### src/rtl/term_loopback_cfg.sv
// term_loopback_cfg: north-edge terminal tile looping wires back south with per-wire frame-configured modes
module term_loopback_cfg #(
   parameter int WIRES = 16,
   parameter int FrameBitsPerRow = 32,
   parameter int MaxFramesPerCol = 20
) (
   input  logic                       UserCLK,
   input  logic                       UserRST,
   output logic                       UserCLKo,
   input  logic [FrameBitsPerRow-1:0] FrameData,
   input  logic [MaxFramesPerCol-1:0] FrameStrobe,
   output logic [MaxFramesPerCol-1:0] FrameStrobe_O,
   input  logic [WIRES-1:0]           N_END,
   output logic [WIRES-1:0]           S_BEG,
   input  logic                       PatternEn,
   input  logic                       ClearStatus,
   output logic [WIRES-1:0]           ToggleSeen
);
   localparam int ConfigFrames = (2 * WIRES + FrameBitsPerRow - 1) / FrameBitsPerRow;
   localparam int CfgBits = 2 * WIRES;
   generate
      if (ConfigFrames > MaxFramesPerCol) begin : g_cfg_overflow
         $error("ConfigFrames exceeds MaxFramesPerCol");
      end
   endgenerate
   logic [CfgBits-1:0] cfg;
   logic [WIRES-1:0]   samp;
   logic [WIRES-1:0]   pat;
   assign UserCLKo      = UserCLK;
   assign FrameStrobe_O = FrameStrobe;
   // Only the mode bits of the frame bank are kept; the unused tail of the last frame is never read
   always_ff @(posedge UserCLK)
      if (UserRST)
         cfg <= '0;
      else
         for (int j = 0; j < CfgBits; j++)
            if (FrameStrobe[j / FrameBitsPerRow]) cfg[j] <= FrameData[j % FrameBitsPerRow];
   // Free-running input sample, pattern counter and sticky activity flags (set beats clear)
   always_ff @(posedge UserCLK)
      if (UserRST) begin
         samp       <= '0;
         pat        <= '0;
         ToggleSeen <= '0;
      end else begin
         samp       <= N_END;
         pat        <= PatternEn ? pat + WIRES'(1) : pat;
         ToggleSeen <= (ClearStatus ? '0 : ToggleSeen) | (N_END ^ samp);
      end
   // Per-wire mode mux: 00 pass-through, 01 registered, 10 low, 11 pattern
   always_comb begin
      S_BEG = '0;
      for (int i = 0; i < WIRES; i++)
         S_BEG[i] = cfg[2*i+1] ? (cfg[2*i] & pat[i]) : (cfg[2*i] ? samp[i] : N_END[i]);
   end
endmodule
### config.mk
export PLATFORM = sky130hd
export DESIGN_NAME = term_loopback_cfg
export DESIGN_NICKNAME = d
export VERILOG_FILES = /design/src/rtl/term_loopback_cfg.sv
export SDC_FILE = /design/constraint.sdc
export NUM_CORES = 1
export LEC_CHECK = 0
export CAP_MARGIN = 20
export CORE_MARGIN = 2
export CORE_UTILIZATION = 50
export CTS_BUF_LIST = sky130_fd_sc_hd__clkbuf_8
export DETAILED_ROUTE_END_ITERATION = 6
export PLACE_DENSITY = 0.91
export SLEW_MARGIN = 20
export SYNTH_ARGS = -nofsm -noshare
export SYNTH_HDL_FRONTEND = slang
export SYNTH_SLANG_ARGS = --single-unit
### constraint.sdc
create_clock -name UserCLK -period 3.1 [get_ports UserCLK]
set_input_delay 0.465 -clock UserCLK [delete_from_list [all_inputs] [get_ports UserCLK]]
set_output_delay 0.465 -clock UserCLK [all_outputs]
set_load 0.01 [all_outputs]
==> impl_metrics.yaml <==
placed_design:
  place_congestion: 0.735
  pre_cts_slack_ps: 636
  hpwl_um: 4980
  portBuffers: 86
timing:
  relSlewSlack_pct: 54.9
  hold_violations: 0
  fin_ws_ps: 394
  clock_skew_ps: 9.25
  slew_violations: 0
  rsz0062_at_grt: "false"
  setup_tns_ps: 0
  worst_pin_slew_ps: 676
  setup_viol: 0
logic_synthesis:
  syn_inst: 357
  ys_async_sr_fraction_pct: 0
  synth_edf_count: 0
  synth_cell_types: 29
  synth_nets: 430
  ys.flop_type: "dfxtp_1"
  synth_common_cells: "dfxtp_1, nor2_1, mux2i_1, buf_4, xnor2_1"
  synth_top_area_share_pct: 46.2
  synth_area_leaders: "dfxtp_1, mux2i_1, nor2_1"
  yosysMostFrequentCell: "dfxtp_1"
  synth_area_leader_cell: "dfxtp_1"
  avgSynthCellArea_um2: 9.70
  yosysWarningCount: 0
  synth-seq-area-share_pct: 46.2
  syn_area_um2: 3460
  ys_seq_elements: 80
die:
  die_x_um: 87.2
  die_h_um: 87.2
  coreArea_um2: 6760
  start_util_pct: 51.3
  die_area_um2: 7610
  boundaryPins: 125
  fp-row-count: 30
worst_setup_path:
  cp_slowest_stage_delay_ps: 470
  slowest_stage: "clkdlybuf4s50_1"
  cp.arrival_ps: 2240
  timing.rr.start: "pat[0]$_SDFFE_PP0P_"
  crit_path_start_kind: "clock port"
  rr_worst_depth: 5
  cpMostUsedCell: "clkbuf_8"
  crit_path_end_kind: "output pin"
  ff2ff_setup_slack_ps: 1400
  crit_path_max_fanout: 2
  critPathTopFamily: "buffers and inverters"
  cp.required_ps: 2630
  cp_cell_sequence: "clkbuf_8 > clkbuf_8 > clkdlybuf4s50_1"
  r2r-end: "pat[12]$_SDFFE_PP0P_"
  crit_buf_inv: 3
  crit_type: "clk -> out"
hold_path:
  hold_end: "ToggleSeen[13]$_SDFF_PP0_"
  hold_class: "reg -> reg"
  min_from: "ToggleSeen[13]$_SDFF_PP0_"
  hold_depth: 2
layout:
  area_delta_synth_final_pct: 29.4
  utilization_pct: 66.4
  drive_gt1_share_pct: 9.60
  layout.nets: 497
  fill_cells: 548
  n_antenna_cell: 0
detailed_routing:
  via_per_inst: 5.12
  drc: 0
  drtAntennaViolNets: 0
  routedWlPerCell_um: 13.9
  vias: 2598
  drtIter0Drc: 100
  wirelength_um: 7070
  firstDrtPassIters: 4
power_and_ir_drop:
  fin_total_pwr_w: 0.00246
  ir_worst_vdd_mv: 0.417
  power_density_nw_per_um2: 549
  leakagePower_nw: 1.81
global_route:
  grt_overflow: 0
  grtUsageTotal_pct: 20.1
  antenna_found_initial: 0
  grt_pass1_vias: 2564
  grt_max_degree: 39
  grt_pass1_wl_um: 11600
clock_tree:
  cts_resized: 0
  cts.hold.buffers_added: 0
  clkSlewWorstSetupHoldPaths_ps: 70
  postCtsSetupBuffers: 0
  cts_tree: "yes"
  clock_latency_ps: 450
run_status:
  status: "complete, no violations"
flow_run:
  maxCapViolCount: 0
-- stage by stage --
| step | cells | area, um2 | hold WS (ps) |
|---|---|---|---|
| after floorplan | 357 | 3460 | 478 |
| after global placement | 490 | 4220 | 453 |
| after detailed placement | 490 | 4220 | 462 |
| after CTS | 507 | 4480 | 472 |
| after global routing | 507 | 4480 | 495 |
| final | 507 | 4480 | 468 |
-- cells by family (layout without fill, tap and decap cells) --
logic type / count (synthesis) / count (layout) / share of synthesized area [%]
and+or+nand+nor: 125 / 125 / 17.8
DFF: 80 / 80 / 46.2
muxes: 52 / 52 / 15.7
buffers and inverters: 37 / 107 / 6.43
AOI/OAI and AO/OA: 36 / 36 / 6.93
xor gates and xnor gates: 26 / 26 / 6.57
adders and majority gates: 1 / 1 / 0.361
-- area by class of cell --
cell class	instances	area, um2	share of cell area [%]
multi-input combinational	240	1640	36.6
sequential	80	1600	35.7
timing repair buffer	88	863	19.3
clock buffer	13	175	3.91
tap	80	100	2.23
clock inverter	5	98.8	2.20
inverter	1	3.75	0.0837
-- power by group --
part	internal [W]	switching (W)	leakage, nW
Sequential	0.00109	0.0000404	0.661
Clock	0.000626	0.000369	0.142
Combinational	0.000210	0.000130	1.01
Total	0.00192	0.000539	1.81
-- routing by layer --
layer / global-route usage (%) / vias up / wire [um] / share of wire [%]
met2: 33.9 / 58 / 3620 / 51
met5: 0 / - / 0 / 0
li1: - / 1323 / - / -
met4: 8.53 / 0 / 94 / 1.3
met3: 6.92 / 11 / 321 / 4.5
met1: 23.0 / 1206 / 3030 / 43
-- sequential cells by signal (all words and copies together) (netlist names) --
register    flops
samp           16
ToggleSeen     16
pat            16
cfg            32
-- worst max-delay path by stage --
stage | start | to | slack (ps) | depth (start not counted)
6_report | UserCLK | UserCLKo | 390 | 3
5_1_grt | UserCLK | UserCLKo | 380 | 3
4_1_cts | UserCLK | UserCLKo | 390 | 3
3_5_place_dp | UserCLK | UserCLKo | 640 | 1
3_3_place_gp | UserCLK | UserCLKo | 640 | 1
2_1_floorplan | UserCLK | UserCLKo | 970 | 1
-- cells in the final DEF (no fill, tap or decap), types with 2 or more instances in the layout --
master           count
mux2_2              18
buf_2                2
nand4_1              5
o21ai_0              2
dfxtp_1             80
nand2b_1            17
nor3_1               3
nor2b_1             19
and4_1               2
mux2i_1             34
bufinv_16            3
a21oi_1             18
clkbuf_8            12
buf_4                3
nor2_1              62
inv_1                2
xor2_1               6
xnor2_1             20
nand2_1              5
clkdlybuf4s50_1     84
a22o_1              15
nand3_1              6
-- worst register-to-register path: stages (launching register included) --
cell and delay [ps]:
dfxtp_1 420, ha_1 310, inv_1 50, or4_1 530, xnor2_1 130, and2b_1 150
Note: power is estimated with default switching activity, not from simulation.
